$ cat src/rtl/time_ctrl_pkg.sv
// Shared encodings and digit limits for the time-set controller and its carry logic.
package time_ctrl_pkg;

  typedef enum logic [1:0] {
    RUN     = 2'd0,
    SET_HR  = 2'd1,
    SET_MIN = 2'd2
  } mode_e;

  // Which field the carry calculator advances this cycle.
  typedef enum logic [1:0] {
    FLD_NONE = 2'd0,
    FLD_SEC  = 2'd1,
    FLD_MIN  = 2'd2,
    FLD_HR   = 2'd3
  } field_e;

  localparam int SU = 0;
  localparam int ST = 1;
  localparam int MU = 2;
  localparam int MT = 3;
  localparam int HU = 4;
  localparam int HT = 5;

  localparam logic [3:0] SU_MAX  = 4'd9;
  localparam logic [3:0] ST_MAX  = 4'd5;
  localparam logic [3:0] MU_MAX  = 4'd9;
  localparam logic [3:0] MT_MAX  = 4'd5;
  localparam logic [3:0] HT_MAX  = 4'd2;
  localparam logic [3:0] HU_WRAP = 4'd3;
  localparam logic [3:0] HU_MAX  = 4'd9;

  localparam logic [5:0] SEC_CLR_MASK = 6'b000011;

endpackage

$ cat src/rtl/time_carry_calc.sv
// Combinational increment/carry chain over the six BCD digits for the selected field.
module time_carry_calc
  import time_ctrl_pkg::*;
(
  input  field_e     fld,
  input  logic [3:0] ht,
  input  logic [3:0] hu,
  input  logic [3:0] mt,
  input  logic [3:0] mu,
  input  logic [3:0] st,
  input  logic [3:0] su,
  output logic [5:0] inc,
  output logic [5:0] clr,
  output logic       day_wrap
);

  logic su_w_s, st_w_s, mu_w_s, mt_w_s, hu_w_s, hr_wrap_s;
  logic en_su_s, en_st_s, en_mu_s, en_mt_s, en_hr_s;

  // Out-of-range digits compare as "at limit" so they wrap and carry.
  assign su_w_s    = (su >= SU_MAX);
  assign st_w_s    = (st >= ST_MAX);
  assign mu_w_s    = (mu >= MU_MAX);
  assign mt_w_s    = (mt >= MT_MAX);
  assign hu_w_s    = (hu >= HU_MAX);
  assign hr_wrap_s = (ht >= HT_MAX) && (hu >= HU_WRAP);

  assign en_su_s = (fld == FLD_SEC);
  assign en_st_s = en_su_s & su_w_s;
  assign en_mu_s = (en_st_s & st_w_s) | (fld == FLD_MIN);
  assign en_mt_s = en_mu_s & mu_w_s;
  // Minute setting wraps 59 -> 00 without touching the hours.
  assign en_hr_s = (en_mt_s & mt_w_s & (fld == FLD_SEC)) | (fld == FLD_HR);

  assign clr[SU] = en_su_s & su_w_s;
  assign inc[SU] = en_su_s & ~su_w_s;
  assign clr[ST] = en_st_s & st_w_s;
  assign inc[ST] = en_st_s & ~st_w_s;
  assign clr[MU] = en_mu_s & mu_w_s;
  assign inc[MU] = en_mu_s & ~mu_w_s;
  assign clr[MT] = en_mt_s & mt_w_s;
  assign inc[MT] = en_mt_s & ~mt_w_s;
  assign clr[HU] = en_hr_s & (hr_wrap_s | hu_w_s);
  assign inc[HU] = en_hr_s & ~hr_wrap_s & ~hu_w_s;
  assign clr[HT] = en_hr_s & hr_wrap_s;
  assign inc[HT] = en_hr_s & ~hr_wrap_s & hu_w_s;

  assign day_wrap = en_hr_s & hr_wrap_s & (fld == FLD_SEC);

endmodule

$ cat src/rtl/time_set_ctrl.sv
// Run/set-mode controller issuing registered inc/clr pulses to external BCD digit counters.
// Optional field blinking is built when TIME_SET_BLINK_EN is defined.
module time_set_ctrl
  import time_ctrl_pkg::*;
(
  input  logic       clk,
  input  logic       rst,
  input  logic       tick,
  input  logic       mode_btn,
  input  logic       inc_btn,
  input  logic [3:0] ht,
  input  logic [3:0] hu,
  input  logic [3:0] mt,
  input  logic [3:0] mu,
  input  logic [3:0] st,
  input  logic [3:0] su,
  output logic [5:0] inc,
  output logic [5:0] clr,
  output logic [1:0] mode,
  output logic [2:0] blank,
  output logic       day_wrap
);

  mode_e      state_r, state_s;
  field_e     fld_s;
  logic       leave_s, busy_s, tick_s, incb_s;
  logic [5:0] calc_inc_s, calc_clr_s, inc_s, clr_s, inc_r, clr_r;
  logic       calc_dw_s, dw_r;
  logic [2:0] blank_s, blank_r;

  // Counters see the pulse only at the next edge, so digits are stale while a pulse is out.
  assign busy_s = |{inc_r, clr_r};
  assign tick_s = tick & ~busy_s;
  assign incb_s = inc_btn & ~busy_s & ~mode_btn;

  // Next mode and which field (if any) advances this cycle.
  always_comb begin
    state_s = state_r;
    fld_s   = FLD_NONE;
    leave_s = 1'b0;
    case (state_r)
      RUN: begin
        if (tick_s) fld_s = FLD_SEC; else fld_s = FLD_NONE;
        if (mode_btn) state_s = SET_HR; else state_s = RUN;
      end
      SET_HR: begin
        if (incb_s) fld_s = FLD_HR; else fld_s = FLD_NONE;
        if (mode_btn) state_s = SET_MIN; else state_s = SET_HR;
      end
      SET_MIN: begin
        if (incb_s) fld_s = FLD_MIN; else fld_s = FLD_NONE;
        if (mode_btn) state_s = RUN; else state_s = SET_MIN;
        leave_s = mode_btn;
      end
      default: begin
        state_s = RUN;
        fld_s   = FLD_NONE;
      end
    endcase
  end

  time_carry_calc u_carry (
    .fld      (fld_s),
    .ht       (ht),
    .hu       (hu),
    .mt       (mt),
    .mu       (mu),
    .st       (st),
    .su       (su),
    .inc      (calc_inc_s),
    .clr      (calc_clr_s),
    .day_wrap (calc_dw_s)
  );

  assign inc_s = calc_inc_s;
  assign clr_s = calc_clr_s | (leave_s ? SEC_CLR_MASK : 6'b000000);

`ifdef TIME_SET_BLINK_EN
  logic phase_r, phase_s;

  // Blink phase toggles on accepted ticks while setting; the selected field follows it.
  always_comb begin
    phase_s = phase_r;
    blank_s = 3'b000;
    if (state_s == RUN) phase_s = 1'b0;
    else if ((state_r != RUN) && tick_s) phase_s = ~phase_r;
    else phase_s = phase_r;
    case (state_s)
      SET_HR:  blank_s = {phase_s, 2'b00};
      SET_MIN: blank_s = {1'b0, phase_s, 1'b0};
      default: blank_s = 3'b000;
    endcase
  end

  // Blink phase register.
  always_ff @(posedge clk or negedge rst) begin
    if (!rst) phase_r <= 1'b0;
    else      phase_r <= phase_s;
  end
`else
  assign blank_s = 3'b000;
`endif

  // Mode and registered output pulses.
  always_ff @(posedge clk or negedge rst) begin
    if (!rst) begin
      state_r <= RUN;
      inc_r   <= 6'b000000;
      clr_r   <= 6'b000000;
      dw_r    <= 1'b0;
      blank_r <= 3'b000;
    end else begin
      state_r <= state_s;
      inc_r   <= inc_s;
      clr_r   <= clr_s;
      dw_r    <= calc_dw_s;
      blank_r <= blank_s;
    end
  end

  assign inc      = inc_r;
  assign clr      = clr_r;
  assign day_wrap = dw_r;
  assign blank    = blank_r;
  assign mode     = state_r;

endmodule

$ cat config.mk
export PLATFORM = sky130hd
export DESIGN_NAME = time_set_ctrl
export DESIGN_NICKNAME = d
export VERILOG_FILES = /design/src/rtl/time_ctrl_pkg.sv /design/src/rtl/time_carry_calc.sv /design/src/rtl/time_set_ctrl.sv
export SDC_FILE = /design/constraint.sdc
export NUM_CORES = 1
export LEC_CHECK = 0
export BUFFER_PORTS_ARGS = -buffer_cell sky130_fd_sc_hd__clkbuf_2
export CORE_MARGIN = 2
export CORE_UTILIZATION = 43
export CTS_BUF_LIST = sky130_fd_sc_hd__clkbuf_4
export CTS_CLUSTER_DIAMETER = 50
export CTS_CLUSTER_SIZE = 10
export DETAILED_ROUTE_END_ITERATION = 7
export MAX_ROUTING_LAYER = met4
export PLACE_DENSITY = 0.86
export RECOVER_POWER = 100
export SYNTH_ARGS = -nofsm -noshare
export SYNTH_HDL_FRONTEND = slang
export SYNTH_SLANG_ARGS = --single-unit
$ cat constraint.sdc
create_clock -name clk -period 1.6 [get_ports clk]
set_input_delay 0 -clock clk [delete_from_list [all_inputs] [get_ports clk]]
set_output_delay 0 -clock clk [all_outputs]
set_load 0.005 [all_outputs]
-- Yosys cells after proc, flatten, opt, wreduce, memory -nomap -nowiden
Index checks and enable logic that the tools add are counted.
- bits in registers: 15
- output and inout port bits: 18
- $lt $le $gt $ge: 7
- eq/ne operators: 5
- muxes and demuxes: 10
- bitwise gates (word level): 30
- reductions and logical operators: 3
- operators with widths (operator ; count):
    1-bit AND ; 18
    4-bit >= comparator (second input constant) ; 3
    2-bit case mux with 3 select lines ; 2
    12-bit OR reduction ; 1
    2-bit 2-to-1 mux ; 5
    4-bit by 2-bit >= comparator with 1-bit output (second input constant) ; 2
    4-bit by 3-bit >= comparator with 1-bit output (second input constant) ; 2
    1-bit NOT ; 8
    2-bit equality test (second input constant) ; 3
    6-bit by 2-bit bitwise OR with 6-bit output ; 1
    2-bit by 1-bit equality test with 1-bit output (second input constant) ; 2
    1-bit 2-to-1 mux ; 3
    1-bit bitwise OR ; 3
    2-bit zero test ; 1
    1-bit logical AND ; 1

-- Depth between registers and ports, before layout
- depth after elaboration: 16
- mapped depth: 5
- gate-level depth less buffers: 5

-- Cells and area by module
From an unflattened synthesis, not the netlist that was laid out.
- cells, all modules: 70
- area total of the unflattened synthesis: 789.5 µm²
- by module, submodules not included (module ; instances ; cells an instance ; area an instance (µm²)):
    time_set_ctrl ; 1 ; 35 ; 530.5
    time_carry_calc ; 1 ; 35 ; 259.0

-- Least setup slack after synthesis
Ideal clock, no wire load.
- path kind: register to register
- start: reg inc_r[5] (netlist: inc[5])
- end: reg inc_r[5] (netlist: inc[5])
- setup time: 0.080 ns
- arrival time: 1.396 ns
- required time: 1.520 ns
- path slack: 0.124 ns
- cell stages (with the launch flop): 6
- path buffers: 0
- clock period less this slack: 1.476 ns
- path through: dfrtp_1 nor4_4 nand4_2 o22ai_2 a31oi_2 nor3_2
- longest elaborated chain between the ends: 16
- ends and longest elaborated chain (what ; RTL line ; source):
    from (decl) ; time_set_ctrl.sv:27 ; logic [5:0] calc_inc_s, calc_clr_s, inc_s, clr_s, inc_r, clr_r;
    from (signal assigned) ; time_set_ctrl.sv:114 ; inc_r <= inc_s;
    12-bit OR reduction * ; time_set_ctrl.sv:32 ; assign busy_s = |{inc_r, clr_r};
    1-bit NOT * ; time_set_ctrl.sv:33, time_set_ctrl.sv:34 ;
    1-bit AND (2 in a row) ; time_set_ctrl.sv:34 ; assign incb_s = inc_btn & ~busy_s & ~mode_btn;
    2-bit 2-to-1 mux, on equally long branches ; time_set_ctrl.sv:47, time_set_ctrl.sv:51 ;
    2-bit case mux with 3 select lines * ; time_set_ctrl.sv:41 ; case (state_r)
    2-bit by 1-bit equality test with 1-bit output ; time_carry_calc.sv:28, time_carry_calc.sv:33 ;
    1-bit AND ; time_carry_calc.sv:29 ; assign en_st_s = en_su_s & su_w_s;
    1-bit AND ; time_carry_calc.sv:30 ; assign en_mu_s = (en_st_s & st_w_s) | (fld == FLD_MIN);
    1-bit bitwise OR ; time_carry_calc.sv:30 ;
    1-bit AND ; time_carry_calc.sv:31 ; assign en_mt_s = en_mu_s & mu_w_s;
    1-bit AND (2 in a row) ; time_carry_calc.sv:33 ; assign en_hr_s = (en_mt_s & mt_w_s & (fld == FLD_SEC)) | (fld == FLD_HR);
    1-bit bitwise OR * ; time_carry_calc.sv:33 ;
    1-bit AND * (2 in a row) ; time_carry_calc.sv:46 ; assign inc[HT] = en_hr_s & ~hr_wrap_s & hu_w_s;
    net calc_inc_s[5] ; time_set_ctrl.sv:27 ;
Mark *: on every way through the listed nets, which the timed path passes. The rest lies on a longest branch.

-- Final worst setup path
- start: reg inc_r[1] (netlist: inc[1])
- end: reg clr_r[3] (netlist: clr[3])
- longest elaborated chain between the ends: 13
- ends and longest elaborated chain (what ; RTL line ; source):
    12-bit OR reduction * ; time_set_ctrl.sv:32 ;
    1-bit NOT * ; time_set_ctrl.sv:33, time_set_ctrl.sv:34 ;
    1-bit AND (2 in a row) ; time_set_ctrl.sv:34 ;
    2-bit 2-to-1 mux, on equally long branches ; time_set_ctrl.sv:47, time_set_ctrl.sv:51 ;
    2-bit case mux with 3 select lines * ; time_set_ctrl.sv:41 ;
    2-bit by 1-bit equality test with 1-bit output ; time_carry_calc.sv:28 ; assign en_su_s = (fld == FLD_SEC);
    1-bit AND ; time_carry_calc.sv:29 ;
    1-bit AND ; time_carry_calc.sv:30 ;
    1-bit bitwise OR * ; time_carry_calc.sv:30 ;
    1-bit AND * ; time_carry_calc.sv:31 ;
    1-bit AND * ; time_carry_calc.sv:41 ; assign clr[MT] = en_mt_s & mt_w_s;
    net calc_clr_s[3] ; time_set_ctrl.sv:27 ;
    6-bit by 2-bit bitwise OR with 6-bit output * ; time_set_ctrl.sv:76 ; assign clr_s = calc_clr_s | (leave_s ? SEC_CLR_MASK : 6'b000000);
    to (signal assigned) ; time_set_ctrl.sv:115 ; clr_r <= clr_s;
    to (decl) ; time_set_ctrl.sv:27 ;
Marks and branches as above.

==> flow_summary.json <==
{
  "die_w_um": 45.8,
  "synthTopCellsByArea": "dfrtp_1 50%, nor4_4 8.5%, buf_4 3.0%",
  "fin_cells": 139,
  "min_from": "mode_btn",
  "relSlewSlack_pct": 46.8,
  "crit_chain": "nor4_4, nand4_2, o22ai_4, nand2_2, buf_4, inv_2",
  "dieArea_um2": 2090,
  "fin_crit_sh_pct": 105,
  "worst_pin_slew_ps": 798,
  "cts.sinks": 15,
  "rr_startpoint": "inc[1]",
  "synth_top_cell_by_area": "dfrtp_1",
  "num_rows": 15,
  "synth.top_cell.area_share_pct": 50.1,
  "setup_viol": 8,
  "crit_path_end_kind": "register",
  "fin_skew_ps": 8.88,
  "hold_viol_final": 0,
  "clk_pin_slew_ps": 100,
  "syn_area_um2": 749,
  "peakVddDrop_uv": 623,
  "cts.path.max_buffers": 2,
  "numCtsBuffers": 3,
  "period_needed_ps": 1670,
  "initial_utilization_pct": 44.4,
  "final_nets": 152,
  "port_buffers": 42,
  "synthCells": 67,
  "crit_start": "inc[1]",
  "worstSetupStartpointType": "register",
  "synthDistinctLibCells": 28,
  "path_class": "reg2reg",
  "viasPerCell": 5.32,
  "grt_util_all_layers_pct": 20.0,
  "max_freq_mhz": 597,
  "drv_cap": 0,
  "critPathArrivalTime_ps": 1890,
  "grt_pass1_wl_um": 2930,
  "ctsRootBufferMaster": "clkbuf_4",
  "ys_warn_count": 0,
  "crit_path_max_incr_delay_ps": 420,
  "synth_seq_area_share_pct": 50.1,
  "power_density_nw_per_um2": 1210,
  "vias": 739,
  "grt_antenna_before_repair": 0,
  "finalWorstSetupSlack_ps": -73.6,
  "p_leak_nw": 0.562,
  "totalWireLength_um": 1970,
  "ys_ff_latch": 15,
  "die_h_um": 45.8,
  "drc": 0,
  "drt_iter0_drc": 16,
  "finalSetupTns_ps": -396,
  "rsz0062_at_grt": "yes",
  "hold_path.class": "in2reg",
  "slew_viol_final": 0,
  "worstSkewPairLatency_ps": 280,
  "cp.required_ps": 1820,
  "gr-total-overflow": 0,
  "drive_gt1_share_pct": 48.4,
  "crit_fanout": 4,
  "violations": "setup timing",
  "avgSynthCellArea_um2": 11.2,
  "post-place-cells": 128,
  "cts-htree-levels": 1,
  "ios": 47,
  "grt_pass1_vias": 693,
  "cts_tree": "yes",
  "grt_max_degree": 16,
  "core_region_area_um2": 1690,
  "diodes": 0,
  "antenna_left": 0,
  "drt-wirelength-per-cell_um": 14.2,
  "post-place-ws_ps": -24.6,
  "dp_hpwl_um": 1410,
  "fin_util_pct": 65.6,
  "status": "complete, but fails checks",
  "gp_congestion": 0.810,
  "critPathSlowestCell": "dfrtp_1",
  "first_pass_iters": 4,
  "syn_to_final_growth_pct": 47.7
}
==> layer usage <==
layer | GRT usage [%] | routed length [um] | vias up
met2 | 37.2 | 1100 | 31
met4 | 2.86 | 0 | 0
met3 | 3.57 | 111 | 0
met5 | - | 0 | -
met1 | 22.6 | 760 | 360
li1 | - | - | 348
==> worst max-delay path, delay by kind of cell (launching register included) <==
family | cells | cell delay [ps]
and+or+nand+nor | 3 | 720
AOI/OAI and AO/OA | 1 | 290
buffers and inverters | 2 | 180
DFF | 1 | 420
==> timing repair <==
item	in CTS	in global routing
endpoints found under the setup margin	4	7
setup buffers	1	2
hold buffers	4	0
gates resized for setup	4	3
hold endpoints to repair	18	0
pin swaps	5	8
==> synthesized netlist by cell type (all sizes together) <==
cell type	count
o31a	1
o22a	1
dfrtp	15
inv	2
nand2b	2
and2	1
o21ai	4
nor2b	2
nor3	5
nand3b	2
o22ai	1
or3	2
o21a	1
nor4	3
conb	1
nor2	6
nand2	5
and4	1
xnor2	1
o31ai	1
a21oi	1
nand4	2
nor3b	2
a211oi	1
buf	3
a31oi	1
==> placed cells by master, fill, tap and decap left out, types with 2 or more instances in the layout <==
| master | n |
|---|---|
| clkbuf_2 | 36 |
| dfrtp_1 | 15 |
| nor2_1 | 6 |
| clkbuf_1 | 6 |
| buf_4 | 6 |
| o21ai_0 | 4 |
| nand2_1 | 4 |
| nor3_2 | 4 |
| clkbuf_4 | 4 |
| dlygate4sd3_1 | 4 |
| nor4_4 | 3 |
| conb_1 | 3 |
| nand2b_1 | 2 |
| nand3b_1 | 2 |
| nor2b_1 | 2 |
| or3_1 | 2 |
==> state kept, by name, summed over array words and instances (netlist names) <==
name and count:
clr 6, day_wrap 1, inc 6, mode 2
==> logic make-up after synthesis <==
family | after synthesis | share of synthesized area [%]
AND/OR/NAND/NOR | 33 | 32.2
flip-flops | 15 | 50.1
AO/OA/AOI/OAI | 12 | 12.0
buffers and inverters | 5 | 4.01
XOR/XNOR | 1 | 1.17
other | 1 | 0.500
==> report_power, final <==
part / internal (mW) / switching, mW
Combinational: 0.294 / 0.300
Clock: 0.113 / 0.121
Sequential: 0.447 / 0.0610
Total: 0.854 / 0.482
==> area by class of cell <==
| class | count | area (um^2) |
|---|---|---|
| Tap cell | 17 | 21.3 |
| Fill cell | 127 | 582 |
| Clock buffer | 4 | 30.0 |
| Multi-Input combinational cell | 49 | 385 |
| Sequential cell | 15 | 375 |
| Inverter | 2 | 7.51 |
| Timing Repair Buffer | 52 | 288 |
==> per-stage QoR <==
stage | power (mW) | hold slack, ps | area (um^2)
after floorplan | 0.795 | -296 | 757
after global placement | 0.986 | -81.6 | 988
after detailed placement | 1.01 | -72.6 | 988
after CTS | 1.27 | 3.87 | 1080
after global routing | 1.42 | 26.4 | 1110
final | 1.34 | 7.67 | 1110
==> path summary, 6_finish.rpt <==
kind | depth (start not counted) | to | slack (ps)
max in group asynchronous | 2 | day_wrap | 790
worst max-delay path | 6 | clr[3] | -70
worst min register to register | 2 | mode[0] | 590
min in group asynchronous | 2 | mode[1] | 310
worst min-delay path | 2 | mode[1] | 8
worst max register to register | 6 | clr[3] | -70
Power figures use the tool's default switching activity.
